## config.mk

```make
export PLATFORM = sky130hd
export DESIGN_NAME = cell_proc_sequencer
export DESIGN_NICKNAME = d
export VERILOG_FILES = /design/src/rtl/cell_proc_sequencer.sv
export SDC_FILE = /design/constraint.sdc
export NUM_CORES = 1
export LEC_CHECK = 0
export CAP_MARGIN = 20
export CORE_ASPECT_RATIO = 0.8
export CORE_MARGIN = 4
export CORE_UTILIZATION = 40
export CTS_BUF_LIST = sky130_fd_sc_hd__clkbuf_4
export CTS_CLUSTER_DIAMETER = 100
export DETAILED_ROUTE_END_ITERATION = 8
export SLEW_MARGIN = 25
export SYNTH_ARGS = -nofsm -noshare
export SYNTH_HDL_FRONTEND = slang
export SYNTH_SLANG_ARGS = --single-unit
```

## constraint.sdc

```tcl
create_clock -name clk -period 2.6 [get_ports clk]
set_clock_uncertainty 0.15 [all_clocks]
set_input_delay 0.52 -clock clk [delete_from_list [all_inputs] [get_ports clk]]
set_output_delay 0.52 -clock clk [all_outputs]
set_load 0.01 [all_outputs]
```

## src/rtl/cell_proc_sequencer.sv

```systemverilog
// cell_proc_sequencer: job-level controller for the CellProcessor datapath.
// Takes a job descriptor (opcode, user operand, cell count) and streams that
// many cell pairs into the processor, holding opcode/user stable for the job.
// Processor results are captured PROC_LATENCY cycles after each issue into a
// first-word-fall-through FIFO and presented as a valid/ready pixel stream.
// Issue is credit-limited so output backpressure never loses a pixel even
// though the processor itself cannot stall.
// Ports:
//   clk, rst                      clock, synchronous active-high reset
//   job_valid/job_ready           job descriptor handshake (IDLE only)
//   job_opcode/job_user/job_count job descriptor fields
//   cell_valid/cell_ready         cell pair handshake, cell_a/cell_b data
//   proc_cellA/B, proc_userInputA, proc_opcode   drive the CellProcessor
//   proc_pixel                    processed pixel back from the CellProcessor
//   pix_valid/pix_ready           output pixel handshake, pix_data/pix_last
//   busy                          not idle
//   done                          one-cycle pulse when a job completes

package CellProcessingPkg;
  typedef logic [7:0] cellDepth;
  typedef logic [7:0] userInput_t;
  typedef logic [7:0] pixel_t;
  typedef enum logic [1:0] {OP_ADD, OP_SUB, OP_XOR, OP_MAX} opcodes_t;
endpackage

module cell_proc_sequencer
  import CellProcessingPkg::*;
#(
  parameter int unsigned PROC_LATENCY = 2,
  parameter int unsigned OUT_DEPTH    = 4,
  parameter int unsigned CNT_W        = 16
) (
  input  logic             clk,
  input  logic             rst,
  input  logic             job_valid,
  output logic             job_ready,
  input  opcodes_t         job_opcode,
  input  userInput_t       job_user,
  input  logic [CNT_W-1:0] job_count,
  input  logic             cell_valid,
  output logic             cell_ready,
  input  cellDepth         cell_a,
  input  cellDepth         cell_b,
  output cellDepth         proc_cellA,
  output cellDepth         proc_cellB,
  output userInput_t       proc_userInputA,
  output opcodes_t         proc_opcode,
  input  pixel_t           proc_pixel,
  output logic             pix_valid,
  input  logic             pix_ready,
  output pixel_t           pix_data,
  output logic             pix_last,
  output logic             busy,
  output logic             done
);

  if (PROC_LATENCY < 1 || OUT_DEPTH < PROC_LATENCY) begin : g_param_check
    $fatal(1, "cell_proc_sequencer: require PROC_LATENCY >= 1 and OUT_DEPTH >= PROC_LATENCY");
  end

  localparam int unsigned PTR_W  = (OUT_DEPTH > 1) ? $clog2(OUT_DEPTH) : 1;
  localparam int unsigned FCNT_W = $clog2(OUT_DEPTH + 1);
  localparam int unsigned OCC_W  = $clog2(OUT_DEPTH + PROC_LATENCY + 1);

  typedef enum logic [1:0] {S_IDLE, S_RUN, S_DRAIN, S_DONE} state_t;

  state_t            state_q, state_d;
  logic [CNT_W-1:0]  issue_rem_q, issue_rem_d;
  logic [CNT_W-1:0]  out_rem_q, out_rem_d;
  logic [PROC_LATENCY-1:0] vpipe_q, vpipe_d;
  cellDepth          proc_cella_q, proc_cella_d;
  cellDepth          proc_cellb_q, proc_cellb_d;
  userInput_t        proc_user_q, proc_user_d;
  opcodes_t          proc_opcode_q, proc_opcode_d;
  pixel_t            mem_q [OUT_DEPTH];
  pixel_t            mem_d [OUT_DEPTH];
  logic [PTR_W-1:0]  wr_ptr_q, wr_ptr_d;
  logic [PTR_W-1:0]  rd_ptr_q, rd_ptr_d;
  logic [FCNT_W-1:0] fifo_cnt_q, fifo_cnt_d;

  logic [OCC_W-1:0]  inflight;
  logic [OCC_W-1:0]  occupancy;
  logic              issue;
  logic              fifo_wr;
  logic              fifo_full;
  logic              pop;

  function automatic logic [PTR_W-1:0] ptr_inc(input logic [PTR_W-1:0] p);
    return (p == PTR_W'(OUT_DEPTH - 1)) ? '0 : p + 1'b1;
  endfunction

  // Every issued cell owns a FIFO slot from issue until it is popped, so the
  // FIFO can never overflow however long pix_ready stays low.
  always_comb begin
    inflight = '0;
    for (int unsigned i = 0; i < PROC_LATENCY; i++) begin
      inflight = inflight + OCC_W'(vpipe_q[i]);
    end
    occupancy = inflight + OCC_W'(fifo_cnt_q);
  end

  assign cell_ready = (state_q == S_RUN) && (issue_rem_q != '0) &&
                      (occupancy < OCC_W'(OUT_DEPTH));
  assign issue      = cell_valid && cell_ready;
  assign fifo_wr    = vpipe_q[PROC_LATENCY-1];
  assign fifo_full  = (fifo_cnt_q == FCNT_W'(OUT_DEPTH));
  assign pix_valid  = (fifo_cnt_q != '0);
  assign pop        = pix_valid && pix_ready;
  assign pix_data   = pix_valid ? mem_q[rd_ptr_q] : '0;
  assign pix_last   = pix_valid && (out_rem_q == CNT_W'(1));
  assign busy       = (state_q != S_IDLE);

  assign proc_cellA      = proc_cella_q;
  assign proc_cellB      = proc_cellb_q;
  assign proc_userInputA = proc_user_q;
  assign proc_opcode     = proc_opcode_q;

  // Control FSM and job counters
  always_comb begin
    state_d       = state_q;
    issue_rem_d   = issue_rem_q;
    out_rem_d     = out_rem_q;
    proc_cella_d  = proc_cella_q;
    proc_cellb_d  = proc_cellb_q;
    proc_user_d   = proc_user_q;
    proc_opcode_d = proc_opcode_q;
    job_ready     = 1'b0;
    done          = 1'b0;

    if (pop) begin
      out_rem_d = out_rem_q - 1'b1;
    end

    case (state_q)
      S_IDLE: begin
        job_ready = 1'b1;
        if (job_valid) begin
          proc_opcode_d = job_opcode;
          proc_user_d   = job_user;
          issue_rem_d   = job_count;
          out_rem_d     = job_count;
          state_d       = (job_count == '0) ? S_DONE : S_RUN;
        end
      end
      S_RUN: begin
        if (issue) begin
          proc_cella_d = cell_a;
          proc_cellb_d = cell_b;
          issue_rem_d  = issue_rem_q - 1'b1;
          if (issue_rem_q == CNT_W'(1)) begin
            state_d = S_DRAIN;
          end
        end
      end
      S_DRAIN: begin
        if (out_rem_q == '0) begin
          state_d = S_DONE;
        end
      end
      S_DONE: begin
        done    = 1'b1;
        state_d = S_IDLE;
      end
      default: state_d = S_IDLE;
    endcase
  end

  // Valid pipeline and output FIFO
  always_comb begin
    vpipe_d[0] = issue;
    for (int unsigned i = 1; i < PROC_LATENCY; i++) begin
      vpipe_d[i] = vpipe_q[i-1];
    end

    mem_d      = mem_q;
    wr_ptr_d   = wr_ptr_q;
    rd_ptr_d   = rd_ptr_q;
    fifo_cnt_d = fifo_cnt_q;
    if (fifo_wr) begin
      mem_d[wr_ptr_q] = proc_pixel;
      wr_ptr_d        = ptr_inc(wr_ptr_q);
    end
    if (pop) begin
      rd_ptr_d = ptr_inc(rd_ptr_q);
    end
    case ({fifo_wr, pop})
      2'b10:   fifo_cnt_d = fifo_cnt_q + 1'b1;
      2'b01:   fifo_cnt_d = fifo_cnt_q - 1'b1;
      default: fifo_cnt_d = fifo_cnt_q;
    endcase
  end

  always_ff @(posedge clk) begin
    if (rst) begin
      state_q       <= S_IDLE;
      issue_rem_q   <= '0;
      out_rem_q     <= '0;
      vpipe_q       <= '0;
      proc_cella_q  <= '0;
      proc_cellb_q  <= '0;
      proc_user_q   <= '0;
      proc_opcode_q <= opcodes_t'('0);
      mem_q         <= '{default: '0};
      wr_ptr_q      <= '0;
      rd_ptr_q      <= '0;
      fifo_cnt_q    <= '0;
    end else begin
      state_q       <= state_d;
      issue_rem_q   <= issue_rem_d;
      out_rem_q     <= out_rem_d;
      vpipe_q       <= vpipe_d;
      proc_cella_q  <= proc_cella_d;
      proc_cellb_q  <= proc_cellb_d;
      proc_user_q   <= proc_user_d;
      proc_opcode_q <= proc_opcode_d;
      mem_q         <= mem_d;
      wr_ptr_q      <= wr_ptr_d;
      rd_ptr_q      <= rd_ptr_d;
      fifo_cnt_q    <= fifo_cnt_d;
    end
  end

  a_no_overflow: assert property (@(posedge clk) disable iff (rst) !(fifo_wr && fifo_full))
    else $error("cell_proc_sequencer: output fifo written while full");

endmodule

```

# After elaboration in Yosys (flattened, before gate mapping)
# Cells that the tools add are included.
[totals]
inputBits = 55
ff_bits = 101
output_inout_bits = 40
[classes]
bitwise_logic = 2
n_eq_ne = 13
n_addsub = 8
order_cmp = 4
n_reduce_logical = 18
mux = 24
[op_table]
columns = ["cell", "count"]
rows = [
  ["$mux W16", 5],
  ["$bwmux W32", 1],
  ["$eq A16 B1 Y1 const B", 2],
  ["$logic_not A16 Y1", 2],
  ["$mux W8", 4],
  ["$pmux W16 S2", 1],
  ["$sub A16 B1 Y16 const B", 2],
  ["$bmux W8 S2", 1],
  ["$demux W8 S2", 1],
  ["$reduce_bool A16 Y1", 1],
  ["$mux W2", 7],
  ["$eq A2 B2 Y1 const B", 5],
  ["$pmux W2 S4", 1],
  ["$ge A3 B3 Y1 const B", 2],
  ["$logic_and A1 B1 Y1", 6],
  ["$ne A2 B2 Y1 const B", 3],
  ["$not A2 Y3", 2],
  ["$pmux W3 S2", 1],
  ["$reduce_bool A2 Y1", 3],
  ["$add A2 B1 Y2 const B", 2],
  ["$eq A2 B1 Y1 const B", 2],
  ["$reduce_and A2 Y1", 2],
  ["$reduce_and A4 Y1", 1],
  ["$add A2 B3 Y3", 1],
  ["10 further kinds", 11],
]

# Longest topological paths before layout
[logic_depth]
depth_word = 7
ltp_mapped = 9
mapped_depth_nobuf = 9

# Worst setup path before layout
# No wires, ideal clock.
[synth_path]
kind = "flip-flop to output port"
from = "register out_rem_q[8]"
to = "output pix_last"
arrival_ps = 1606
setup_slack_ps = 324
path_stages_with_launch = 4
path_cell_list = "dfxtp_1 -> or4_4 -> or3_4 -> nor4_1"
[synth_via]
elab_chain_len = 2
[synth_lines]
columns = ["item", "line", "text"]
rows = [
  ["from (decl)", "69", "logic [CNT_W-1:0] out_rem_q, out_rem_d;"],
  ["from (signal assigned)", "210", "out_rem_q <= out_rem_d;"],
  ["$eq A16 B1 Y1", "110", "assign pix_last = pix_valid && (out_rem_q == CNT_W'(1));"],
  ["$logic_and A1 B1 Y1", "110", ""],
  ["to (decl)", "52", "output logic pix_last,"],
]
# No other way between the ends.

# Worst setup path in the final report
# Same ends and word-level chain as after synthesis.

==> impl_metrics.yaml <==
timing:
  fmax_mhz: 371.1
  post-route-min-period_ps: 2694
  finalCritPeriodShare: 1.036
  setup_ws_ps: -94.45
  final_max_slew_viol_count: 0
  slew-limit-headroom: 0.6418
  worstMarginPinSlew_ps: 528.9
  rsz0062_at_grt: "yes"
  holdWs_ps: 315.2
  hold_viol_final: 0
  setup_viol: 1
worst_setup_path:
  start_kind: "flip-flop"
  critPathTopFamily: "simple AND/OR/NAND/NOR gates"
  slowest_delay_ps: 530
  crit_chain: "or4_4 -> or3_4 -> nor4_4 -> buf_2"
  worstPathArrival_ps: 2020
  crit_type: "reg -> out"
  worst_path_max_delay_cell: "or4_4"
  required_ps: 1930
  crit_fanout: 2
  cp_num_buf_inv: 1
  r2r_setup_slack_ps: 160
  critical_path.endpoint_type: "primary output"
layout:
  design_area_um2: 6675
  utilization: 0.5448
  diodes: 0
  final-instance-count-excl-fill: 901
  seq_area_um2: 2029
  nNetsFinal: 797
  multiInputGateArea_um2: 2865
  most-common-layout-cells: "nand2_1 (114), dfxtp_1 (95), clkdlybuf4s50_1 (83)"
  drive_above_1_share: 0.1658
  syn_to_final_growth_pct: 32.74
  layout_commonest_cell: "nand2_1"
  fillers: 1149
grt:
  grt_max_degree: 41
  track_usage: 0.2033
  antenna_found_initial: 0
  grt.overflow.total: 0
  grt_pass1_vias: 4712
  grt_pass1_wl_um: 23740
yosys:
  synthSimpleGateAreaFrac: 0.2642
  synth-async-reset-ratio: 0
  synth_edf_count: 0
  synth_xor_area_frac: 0.02787
  synth_area_um2: 5029
  synth_mux_area_frac: 0.04230
  yosys_warnings: 0
  synth_compound_area_frac: 0.1757
  syn_nets: 679
  synthCells: 607
  ys_types: 64
  synthAdderAreaFrac: 0.04379
  synth_area_per_cell_um2: 8.284
  synth_top_family_by_area: "simple AND/OR/NAND/NOR gates"
  synth-seq-area-share: 0.4021
  synth-seq-cells: 101
  ys.flop_type: "dfxtp_1"
detailed_routing:
  wire_per_inst_um: 16.37
  dr.pass1.iters: 5
  drtAntennaViolNets: 0
  vias_per_cell: 5.446
  dr.first_iter.drc_count: 435
  drc_errors: 0
  drt-total-wl_um: 14750
  vias: 4907
place:
  hpwlAfterDp_um: 10460
  dp.cells: 877
  place.gp.congestion: 0.8886
  placed_cell_area_um2: 6345
  io_buffers: 94
cts:
  cts_tree: "yes"
  root_buffer: "clkbuf_4"
  cts.clk_slew.worst_paths_ps: 160
  clockBufferDepth: 2
  cts_sinks: 101
  insertion_delay_ps: 470
  numCtsBuffers: 9
  htree_levels: 3
job:
  maxCapViolCount: 0
power:
  p_leak_nw: 2.381
  powerDensity_nw_per_um2: 860.1
  vdd_drop_max_mv: 0.4572
  totalPowerFinal_mw: 5.741
min_path:
  min_path_type: "reg -> reg"
die:
  io_pins: 95
  die_w_um: 133.4
  core_area_um2: 12250
  die_y_um: 108.3
  die_area_um2: 14440
  initial_core_util: 0.4104
  row_count: 36
outcome:
  outcome: "finished, violations left"
  violations: "negative setup slack"
[worst reg2reg max path, cell delays in order (launching register included)]
cell and delay, ps:
dfxtp_1 490, or3_4 230, buf_4 160, nand2_2 70, clkinv_2 50, ha_1 180, inv_1 60, fa_1 380
xor2_1 170, or3_1 310, a21oi_1 140
[sequential cells by signal, summed over array words and instances (netlist names)]
name / cells
wr_ptr_q: 2
proc_opcode: 2
rd_ptr_q: 2
out_rem_q: 16
proc_cellA: 8
proc_userInputA: 8
fifo_cnt_q: 3
proc_cellB: 8
vpipe_q: 2
state_q: 2
issue_rem_q: 16
mem_q: 32
[logic make-up (layout without fill, tap and decap cells)]
group           after synthesis  in the layout
fa+ha+maj                    17             17
simple gates                264            264
xor+xnor                     16             16
mux                          11             11
flops                       101            101
buf+inv                      57            180
compound gates              141            141
[cell type report]
cell class / instances / area share
clock buffer: 11 / 0.01237
clock inverter: 5 / 0.01612
inverter: 21 / 0.01200
multi-input combinational: 449 / 0.4292
sequential: 101 / 0.3040
tap: 171 / 0.03205
timing repair buffer: 143 / 0.1942
[routing by layer]
layer	track usage	part of all wire	vias to the layer above
met5	0	0	-
met4	0.05653	0.015	0
met3	0.06791	0.091	20
met2	0.3130	0.43	208
met1	0.2746	0.47	2280
li1	-	-	2399
[final timing paths]
check,startpoint,endpoint,cells after the start
hold / removal,mem_q[3]$_SDFFE_PP0P_,mem_q[3]$_SDFFE_PP0P_,2
hold reg to reg,mem_q[3]$_SDFFE_PP0P_,mem_q[3]$_SDFFE_PP0P_,2
setup / recovery,out_rem_q[8]$_SDFF_PP0_,pix_last,4
setup reg to reg,fifo_cnt_q[1]$_SDFFE_PP0P_,fifo_cnt_q[2]$_SDFFE_PP0P_,10
[through the flow]
step,TNS (ps),setup WS [ps]
4_1_cts,-358.9,-160.4
6_report,-94.45,-94.45
5_1_grt,-193.3,-193.3
3_5_place_dp,-94.72,-74.09
3_3_place_gp,-56.66,-56.66
2_1_floorplan,0,323.5
[repair_timing]
action	in CTS	in global routing
setup endpoints to repair	12	12
gates cloned	0	0
buffers inserted	6	2
resized for setup	39	21
hold buffers	0	0
pin swaps	2	3
[power breakdown]
| part | total, mW | internal (mW) | switching [mW] |
|---|---|---|---|
| Clock | 1.07 | 0.515 | 0.551 |
| Sequential | 2.09 | 1.81 | 0.282 |
| Combinational | 2.58 | 1.20 | 1.38 |
[synthesized netlist by cell type, types with 2 or more instances]
cell	number	area, um^2
nand2_1	114	427.9
dfxtp_1	101	2022
a21oi_1	80	400.4
nand3_1	38	190.2
nor2_1	32	120.1
clkbuf_1	24	90.09
inv_1	19	71.32
ha_1	16	200.2
a211oi_1	14	105.1
nor4_1	14	87.58
nor3_1	11	55.05
and2_1	10	62.56
mux4_2	8	180.2
o211ai_1	8	60.06
or3_1	8	50.05
xnor2_1	8	70.07
xor2_1	8	70.07
buf_1	7	26.28
buf_2	5	25.02
nand2b_1	5	31.28
nor2b_1	5	31.28
o21ai_1	5	25.02
and3_1	4	25.02
nand4_1	3	18.77
nor4b_1	3	26.28
o21ai_0	3	15.01
o22ai_1	3	18.77
o2bb2ai_1	3	26.28
o31ai_1	3	22.52
or4_1	3	22.52
a211oi_2	2	25.02
a31oi_1	2	12.51
a32o_1	2	20.02
mux2_2	2	22.52
nor3_2	2	20.02
nor4b_2	2	30.03
o221ai_1	2	17.52
o32ai_1	2	17.52
Note: power is estimated with default switching activity, not from simulation.
